===== config.mk =====
export PLATFORM = sky130hd
export DESIGN_NAME = mem_access_stage_flat
export DESIGN_NICKNAME = d
export VERILOG_FILES = /design/src/rtl/mem_access_stage_if.sv /design/src/rtl/mem_access_stage.sv /design/src/flat_wrapper.sv
export SDC_FILE = /design/constraint.sdc
export NUM_CORES = 2
export LEC_CHECK = 0
export ABC_AREA = 1
export ABC_CLOCK_PERIOD_IN_PS = 14500
export BUFFER_PORTS_ARGS = -buffer_cell sky130_fd_sc_hd__buf_4
export CAP_MARGIN = 25
export CORE_UTILIZATION = 51
export CTS_BUF_LIST = sky130_fd_sc_hd__clkbuf_4 sky130_fd_sc_hd__clkbuf_8
export DETAILED_ROUTE_END_ITERATION = 8
export PLACE_DENSITY = 0.67
export SLEW_MARGIN = 20
export SYNTH_ARGS = -nofsm -noshare
export SYNTH_HDL_FRONTEND = slang
export SYNTH_SLANG_ARGS = --single-unit

===== constraint.sdc =====
create_clock -name clk -period 14.5 [get_ports clk]
set_input_delay 2.9 -clock clk [delete_from_list [all_inputs] [get_ports clk]]
set_output_delay 2.9 -clock clk [all_outputs]
set_load 0.01 [all_outputs]

===== src/rtl/mem_access_stage_if.sv =====
// mem_access_stage_if -- handshake and data bundle between the EX/MEM buffer,
// the memory-access stage and the MEM/WB buffer.
//
// Parameter:
//   S          data word MSB index (word width S+1, S >= 15)
// Signals (driven by master = upstream/downstream side, slave = stage):
//   in_valid   upstream entry present                       master -> slave
//   in_ready   stage can accept (high only in IDLE)         slave  -> master
//   InCtrl     write-back control, 4'h0 = bubble            master -> slave
//   MemOp      000 PASS, 001 LW, 010 LB, 011 SW, 100 SB     master -> slave
//   Addr       byte address, word Addr[7:1], byte Addr[0]   master -> slave
//   StoreData  store source                                 master -> slave
//   AluResult  result forwarded on PASS                     master -> slave
//   ForwardIn  destination register tag                     master -> slave
//   out_valid  one-cycle pulse, outputs valid               slave  -> master
//   OutWord, OutByte, ForwardOut, WB   registered results   slave  -> master
//   misalign   registered, only with MEM_ALIGN_CHECK_EN     slave  -> master
// Optional feature macro: MEM_ALIGN_CHECK_EN

interface mem_access_stage_if #(
    parameter int S = 15
);
    logic         in_valid;
    logic         in_ready;
    logic [3:0]   InCtrl;
    logic [2:0]   MemOp;
    logic [7:0]   Addr;
    logic [S:0]   StoreData;
    logic [S:0]   AluResult;
    logic [3:0]   ForwardIn;
    logic         out_valid;
    logic [S:0]   OutWord;
    logic [7:0]   OutByte;
    logic [3:0]   ForwardOut;
    logic [3:0]   WB;
`ifdef MEM_ALIGN_CHECK_EN
    logic         misalign;

    modport master (
        output in_valid, InCtrl, MemOp, Addr, StoreData, AluResult, ForwardIn,
        input  in_ready, out_valid, OutWord, OutByte, ForwardOut, WB, misalign
    );

    modport slave (
        input  in_valid, InCtrl, MemOp, Addr, StoreData, AluResult, ForwardIn,
        output in_ready, out_valid, OutWord, OutByte, ForwardOut, WB, misalign
    );
`else
    modport master (
        output in_valid, InCtrl, MemOp, Addr, StoreData, AluResult, ForwardIn,
        input  in_ready, out_valid, OutWord, OutByte, ForwardOut, WB
    );

    modport slave (
        input  in_valid, InCtrl, MemOp, Addr, StoreData, AluResult, ForwardIn,
        output in_ready, out_valid, OutWord, OutByte, ForwardOut, WB
    );
`endif
endinterface


===== src/rtl/mem_access_stage.sv =====
// mem_access_stage -- pipeline memory-access stage with a 128-word data RAM.
//
// Accepts one EX/MEM entry at a time (in_valid while in_ready), performs the
// PASS / LW / LB / SW / SB operation and presents registered results with a
// one-cycle out_valid pulse. PASS and bubbles respond one edge after accept,
// memory operations two edges after accept. No back-pressure downstream.
//
// Parameter:
//   S      data word MSB index (word width S+1, S >= 15 so two byte lanes fit)
// Ports:
//   clk    single clock, rising edge
//   rst    synchronous, active-high reset (RAM contents are kept)
//   bus    mem_access_stage_if.slave -- handshake, request and result signals
// Optional feature macro: MEM_ALIGN_CHECK_EN
//   When defined, LW/SW with Addr[0]=1 are flagged on bus.misalign, do not
//   write the RAM and return zero data with WB=0.

module mem_access_stage #(
    parameter int S = 15
) (
    input  logic                 clk,
    input  logic                 rst,
    mem_access_stage_if.slave    bus
);

    localparam int W = S + 1;

    typedef enum logic [1:0] {
        IDLE   = 2'd0,
        ACCESS = 2'd1,
        RESP   = 2'd2
    } state_e;

    typedef enum logic [2:0] {
        OP_PASS = 3'b000,
        OP_LW   = 3'b001,
        OP_LB   = 3'b010,
        OP_SW   = 3'b011,
        OP_SB   = 3'b100
    } mem_op_e;

    state_e       state;

    // Entry captured at accept; only the memory path needs it after that edge.
    logic [2:0]   op_q;
    logic [3:0]   ctrl_q;
    logic [7:0]   addr_q;
    logic [S:0]   sdata_q;
    logic [3:0]   fwd_q;

    logic [S:0]   ram [0:127];
    logic [S:0]   rd_word;
    logic [S:0]   wr_word;
    logic         ram_we;
    logic         accept;
    logic         in_is_mem;
    logic         misal_acc;
    logic [7:0]   sel_byte;

    assign bus.in_ready = (state == IDLE);
    assign accept       = (state == IDLE) && bus.in_valid;
    assign in_is_mem    = (bus.MemOp == OP_LW) || (bus.MemOp == OP_LB) ||
                          (bus.MemOp == OP_SW) || (bus.MemOp == OP_SB);

`ifdef MEM_ALIGN_CHECK_EN
    assign misal_acc = ((op_q == OP_LW) || (op_q == OP_SW)) && addr_q[0];
`else
    assign misal_acc = 1'b0;
`endif

    // Byte lane selected by the captured address: Addr[0]=0 -> bits 7:0.
    assign sel_byte = addr_q[0] ? rd_word[15:8] : rd_word[7:0];

    // A byte store is a read-modify-write of the word read at accept, so the
    // unselected lane is written back unchanged.
    always_comb begin
        // NOTE: every combinational output gets a default first so no path
        // leaves it unassigned, which would infer a latch.
        wr_word = sdata_q;
        if (op_q == OP_SB) begin
            wr_word = rd_word;
            if (addr_q[0]) begin
                wr_word[15:8] = sdata_q[7:0];
            end else begin
                wr_word[7:0]  = sdata_q[7:0];
            end
        end
    end

    // rst in ACCESS kills the write so a reset mid-store leaves memory intact.
    assign ram_we = (state == ACCESS) && !rst && !misal_acc &&
                    ((op_q == OP_SW) || (op_q == OP_SB));

    // NOTE: the data RAM has no reset; its contents must survive rst, and a
    // resettable array would also prevent mapping onto a block RAM.
    always_ff @(posedge clk) begin
        if (ram_we) begin
            ram[addr_q[7:1]] <= wr_word;
        end
        // Synchronous read launched at accept; data is ready in ACCESS.
        if (accept) begin
            rd_word <= ram[bus.Addr[7:1]];
        end
    end

    // NOTE: sequential state uses non-blocking assignments so every register
    // samples the pre-edge values, independent of statement order.
    always_ff @(posedge clk) begin
        if (rst) begin
            state          <= IDLE;
            bus.out_valid  <= 1'b0;
            bus.OutWord    <= '0;
            bus.OutByte    <= '0;
            bus.ForwardOut <= '0;
            bus.WB         <= '0;
`ifdef MEM_ALIGN_CHECK_EN
            bus.misalign   <= 1'b0;
`endif
        end else begin
            unique case (state)
                IDLE: begin
                    bus.out_valid <= 1'b0;
                    if (bus.in_valid) begin
                        op_q    <= bus.MemOp;
                        ctrl_q  <= bus.InCtrl;
                        addr_q  <= bus.Addr;
                        sdata_q <= bus.StoreData;
                        fwd_q   <= bus.ForwardIn;
                        if (in_is_mem && (bus.InCtrl != 4'h0)) begin
                            state <= ACCESS;
                        end else begin
                            // PASS and bubble skip ACCESS and respond now.
                            state         <= RESP;
                            bus.out_valid <= 1'b1;
`ifdef MEM_ALIGN_CHECK_EN
                            bus.misalign  <= 1'b0;
`endif
                            if (bus.InCtrl == 4'h0) begin
                                bus.OutWord    <= '0;
                                bus.OutByte    <= '0;
                                bus.ForwardOut <= '0;
                                bus.WB         <= '0;
                            end else begin
                                bus.OutWord    <= bus.AluResult;
                                bus.OutByte    <= bus.AluResult[7:0];
                                bus.ForwardOut <= bus.ForwardIn;
                                bus.WB         <= bus.InCtrl;
                            end
                        end
                    end
                end

                ACCESS: begin
                    state          <= RESP;
                    bus.out_valid  <= 1'b1;
                    bus.ForwardOut <= fwd_q;
                    bus.WB         <= ctrl_q;
`ifdef MEM_ALIGN_CHECK_EN
                    bus.misalign   <= misal_acc;
`endif
                    if (misal_acc) begin
                        bus.OutWord <= '0;
                        bus.OutByte <= '0;
                        bus.WB      <= '0;
                    end else begin
                        unique case (op_q)
                            OP_LW: begin
                                bus.OutWord <= rd_word;
                                bus.OutByte <= rd_word[7:0];
                            end
                            OP_LB: begin
                                bus.OutWord <= {{(W - 8){1'b0}}, sel_byte};
                                bus.OutByte <= sel_byte;
                            end
                            OP_SW: begin
                                bus.OutWord <= sdata_q;
                                bus.OutByte <= sdata_q[7:0];
                            end
                            default: begin
                                // OP_SB: only the stored byte is reported.
                                bus.OutWord <= '0;
                                bus.OutByte <= sdata_q[7:0];
                            end
                        endcase
                    end
                end

                RESP: begin
                    bus.out_valid <= 1'b0;
                    state         <= IDLE;
                end

                default: begin
                    bus.out_valid <= 1'b0;
                    state         <= IDLE;
                end
            endcase
        end
    end

endmodule


===== src/flat_wrapper.sv =====
// flat-port wrapper written by rule: the top's interface ports become plain ports
module mem_access_stage_flat 
#(
    parameter int S = 15
)
  (clk, rst, bus_in_valid, bus_InCtrl, bus_MemOp, bus_Addr, bus_StoreData, bus_AluResult, bus_ForwardIn, bus_in_ready, bus_out_valid, bus_OutWord, bus_OutByte, bus_ForwardOut, bus_WB);
  mem_access_stage_if #(.S(S)) bus_i ();
  input  logic clk;
  input  logic rst;
  input wire logic [$bits(bus_i.in_valid)-1:0] bus_in_valid;
  input wire logic [$bits(bus_i.InCtrl)-1:0] bus_InCtrl;
  input wire logic [$bits(bus_i.MemOp)-1:0] bus_MemOp;
  input wire logic [$bits(bus_i.Addr)-1:0] bus_Addr;
  input wire logic [$bits(bus_i.StoreData)-1:0] bus_StoreData;
  input wire logic [$bits(bus_i.AluResult)-1:0] bus_AluResult;
  input wire logic [$bits(bus_i.ForwardIn)-1:0] bus_ForwardIn;
  output wire logic [$bits(bus_i.in_ready)-1:0] bus_in_ready;
  output wire logic [$bits(bus_i.out_valid)-1:0] bus_out_valid;
  output wire logic [$bits(bus_i.OutWord)-1:0] bus_OutWord;
  output wire logic [$bits(bus_i.OutByte)-1:0] bus_OutByte;
  output wire logic [$bits(bus_i.ForwardOut)-1:0] bus_ForwardOut;
  output wire logic [$bits(bus_i.WB)-1:0] bus_WB;
  assign bus_i.in_valid = bus_in_valid;
  assign bus_i.InCtrl = bus_InCtrl;
  assign bus_i.MemOp = bus_MemOp;
  assign bus_i.Addr = bus_Addr;
  assign bus_i.StoreData = bus_StoreData;
  assign bus_i.AluResult = bus_AluResult;
  assign bus_i.ForwardIn = bus_ForwardIn;
  assign bus_in_ready = bus_i.in_ready;
  assign bus_out_valid = bus_i.out_valid;
  assign bus_OutWord = bus_i.OutWord;
  assign bus_OutByte = bus_i.OutByte;
  assign bus_ForwardOut = bus_i.ForwardOut;
  assign bus_WB = bus_i.WB;
  mem_access_stage #(.S(S)) u_core (.clk(clk), .rst(rst), .bus(bus_i));
endmodule

* Yosys cells after proc, flatten, opt, wreduce, memory -nomap -nowiden
Memories as Yosys holds them, arrays and structs flattened. A register that Yosys moved wholly into a read port is not among the register bits.
Index checks and enable logic that the tools add are counted.
W data, S select, Z words.
** Storage, ports and cells
- Register bits :: 70
- RAM bits :: 2048
- Bits of input ports :: 54
- Memories kept :: 1
** Memory list
- u_core.ram :: words 128, width 16, rd ports 1, clocked after memory_dff 1, write ports 1, line mem_access_stage.sv:51 : logic [S:0] ram [0:127];
** Operators by class
- Equal/unequal tests :: 11
- Mux-type cells :: 30
- Bitwise operators :: 1
- Reduce and logical (&&, ||, !) cells :: 15
** Operator list (count)
- $mux W16 :: 4
- $mux W8 :: 6
- $pmux W16 S3 :: 1
- $pmux W16 S2 :: 1
- $pmux W8 S2 :: 2
- $mux W4 :: 6
- $pmux W4 S2 :: 2
- $eq A3 B2 Y1 const B :: 4
- $eq A3 B1 Y1 const B :: 2
- $eq A3 B3 Y1 const B :: 2
- $reduce_and A3 Y1 :: 2
- $logic_and A1 B1 Y1 :: 4
- $logic_not A4 Y1 :: 1
- $logic_or A1 B1 Y1 :: 4
- $mux W1 :: 4
- $mux W2 :: 2
- $ne A2 B2 Y1 const B :: 2
- $pmux W2 S2 :: 1
- $reduce_bool A4 Y1 :: 1
- $eq A2 B1 Y1 const B :: 1
- $logic_not A2 Y1 :: 1
- $pmux W1 S2 :: 1
- $reduce_bool A2 Y1 :: 1
- $logic_not A1 Y1 :: 1
- $not A1 Y1 :: 1

* Depth between registers and ports, before layout
- Depth after elaboration :: 8
- Depth in mapped cells :: 13

* Worst setup path before layout
OpenSTA, ideal clock, no wires.
- Kind :: reg2reg
- From :: register u_core.op_q[0]
- To :: memory u_core.ram[0][10] (netlist bit), data pin
- Arrival time :: 5809 ps
- Data required time :: 13303 ps
- Slack :: 7494 ps
- Cell stages (with the launch flop) :: 6
- Path buffers :: 1
- Clock period less this slack :: 7006 ps
- Cells stage by stage :: edfxtp_1 nor2_1 nand2_1 inv_1 clkbuf_1 o21ai_0
** On the way
- Word-level cells in the longest chain between the ends :: 2
** RTL lines
- from (decl) :: line mem_access_stage.sv:45 : logic [2:0] op_q;
- from (signal assigned) :: line mem_access_stage.sv:124 : op_q <= bus.MemOp;
- $eq A3 B3 Y1 :: line mem_access_stage.sv:80 : if (op_q == OP_SB) begin
- $mux W16 :: line mem_access_stage.sv:80
- net u_core.wr_word[10] :: line mem_access_stage.sv:53 : logic [S:0] wr_word;
- to (decl) :: line mem_access_stage.sv:51
The timed path passes the listed nets, and every way through them passes these cells.

==> run metrics <==
slowest stage delay, CP 0.99 ns; CP dominant cell by count nand3_1; WP data required 15.41 ns; Clock Sinks 2,134; CTS buffer count 354; Post-Syn Instances 7,169; CTS Root Cell clkbuf_8; PostCTS Resize Cnt 0; pin count of the biggest net entering global routing 274; Cell Rows 150; crit path capture type flop; first-pass GRT wire length 350,300 µm; DP HPWL 128,500 µm; Synth cell types 26; register area share after synthesis 74.01%; Die Height 412.9 µm; Pleak 33.90 nW; RSZ-0062 raised after global routing no; grt total ovfl 0; GRT Resource Usage Total 27.76%; Max Root-Sink Buffers 4; Clock Latency Late Sink 1.08 ns; Clock Skew 0.06516 ns; Max Cap Viol 0; Die X 412.9 µm; via-per-instance ratio 5.895; asr flop ratio synth 0%; Max IR drop VDD 0.06450 mV; # H-tree levels 5; Worst-Margin Slew 1.482 ns; Finished Core Util 57.18%; fin nets 7,414; Worst EP arrival 7.62 ns; P per Cell Area 132.3 nW/µm²; final WL 240,200 µm; Core Area 167,400 µm²; area delta synth->final 11.16%; Initial Util 51.44%; Max Fclk 148.9 MHz; Yosys Warn Count 0; CP bufs+invs 4; top cell family by delay on the critical path buffers and inverters; die area 170,500 µm²; WS Path Type primary input to flop; crit path max fanout 273; outcome finished clean; share of cells above drive strength 1 11.36%; CP Launch Type primary input; TritonCTS clock tree done; Synth Cell Area 86,110 µm²; syn avg cell area 12.01 µm²; fin crit period 6.714 ns; Pins Over Slew Limit 0; vias 57,920; Syn Nets 7,223; Top FF cell, synth edfxtp_1; I/O Buffers 87; period utilization 46.31%; Cell Chain, Critical Path buf_8 > inv_16 > buf_4 > buf_4 > nand2_1 > nand3_1 > nand3_1 > nand3_1 > nand3_1 > nand3_1 > nand3_1 > nand2_1; Hold Violations, Final 0; IO Pins 88; post-route ant nets 0; CTS clk-pin slew, worst paths 0.06 ns; via count of the first global-routing pass 54,330; relative slew slack 1.204%; slowest CP cell buf_4; Pwr Total 12.66 mW; DRC Markers 0; Final Wtd Congestion 0.8674; TritonRoute pass-1 iters 6; TNS Setup 0 ns; Post-synth EDFFs 2,099; Starting DRT DRC Count 7,776; register bit count reported by yosys 2,134; Routed WL per cell 24.45 µm; Setup violations, final 0; cts hold-fix bufs 0; initial antenna violation count 6; HP Class flop to flop; Post-CTS Setup Inserts 0
-- metal layers --
| metal | part of all wire (%) | GRT usage, % | wire (µm) | vias to the layer above |
|---|---|---|---|---|
| li1 | - | - | - | 26000 |
| met1 | 39 | 37.95 | 94660 | 28080 |
| met2 | 46 | 43.12 | 111100 | 3288 |
| met3 | 10 | 5.869 | 24260 | 544 |
| met4 | 4.2 | 12.11 | 10140 | 4 |
| met5 | 0.0096 | 0 | 23 | - |
-- path summary, 6_finish.rpt --
check	from	endpoint	slack, ns	cells after the start
setup reg to reg	u_core.op_q[2]	u_core.ram[22][4]	10.44	9
hold / removal	u_core.bus.WB[2]	u_core.bus.WB[2]	0.49	2
hold reg to reg	u_core.bus.WB[2]	u_core.bus.WB[2]	0.49	2
setup / recovery	bus_Addr[1]	u_core.rd_word[11]	7.79	12
-- placed cells by master, fill, tap and decap left out, types with 4 or more instances in the layout --
cell type,netlist,layout
clkinv_2,1,28
a31oi_1,24,24
o21ai_0,66,50
clkbuf_4,0,121
clkinv_1,0,97
edfxtp_1,2099,2099
o211ai_1,9,9
nand3_1,2042,2042
nand3_2,8,8
nor2_1,158,157
o22ai_1,8,8
nand2_1,2165,2165
buf_8,0,4
o21ai_4,0,16
clkbuf_8,0,360
dfxtp_1,35,35
buf_16,0,4
bufinv_16,0,4
buf_4,43,296
inv_1,62,60
buf_12,0,7
-- worst min-delay path, delay by kind of cell (launching register included) --
kind / cells / cell delay, ns
simple gates: 1 / 0.06
compound gates: 1 / 0.06
flops: 1 / 0.31
-- synth_stat cells, types with 2 or more instances --
cell type     n  area [µm²]
buf_6        17       191.4
edfxtp_1   2099       63030
dfxtp_1      35       700.7
a21oi_1       2       10.01
buf_4        43       322.8
o21ai_1       2       10.01
o22ai_1       8       50.05
clkbuf_1     78       292.8
inv_1        62       232.7
buf_1        59       221.5
nor2_2        2       12.51
nand3_1    2042       10220
a31oi_1      24       150.1
nor2_4        3       33.78
inv_2         3       11.26
nand3_2       8       80.08
o21ai_0      66       330.3
nand2_1    2165        8127
buf_2       279        1396
nor2_1      158       593.1
o211ai_1      9       67.56
-- stage by stage --
| step | instance area [µm²] | hold WS [ns] | worst slack [ns] | cells |
|---|---|---|---|---|
| 3_5_place_dp | 89070 | 0.4789 | 6.993 | 9202 |
| 3_3_place_gp | 89030 | 0.4635 | 6.974 | 9200 |
| 6_report | 95720 | 0.4852 | 7.786 | 9824 |
| 4_1_cts | 95580 | 0.4881 | 8.133 | 9815 |
| 5_1_grt | 95720 | 0.5146 | 7.778 | 9822 |
| 2_1_floorplan | 86110 | 0.4983 | 7.494 | 7169 |
-- logic make-up after synthesis --
family	after synthesis	synth area share, %
and+or+nand+nor	4381	22.16
DFF	2134	74.01
buffers and inverters	543	3.112
AOI/OAI and AO/OA	111	0.7178
-- final cells by class --
type	instances	area, µm²
Fill cell	13510	71690
Sequential cell	2134	63730
Multi-Input combinational cell	4492	19890
Clock buffer	481	5863
Tap cell	2204	2758
Timing Repair Buffer	311	2532
Clock inverter	132	653.1
Inverter	67	286.5
Antenna cell	3	7.507
-- where the power goes --
| part | internal [mW] | switching [mW] | leakage [nW] |
|---|---|---|---|
| registers | 6.82 | 0.0221 | 19.2 |
| logic | 0.191 | 0.613 | 11.2 |
| clock network | 2.67 | 2.34 | 3.47 |
-- state kept, by name, indices dropped and copies added (netlist names), 8 cells and up --
name                cells
u_core.bus.OutWord     16
u_core.addr_q           8
u_core.bus.OutByte      8
u_core.ram           2048
u_core.rd_word         16
u_core.sdata_q         16
(Power assumes the default switching activity.)
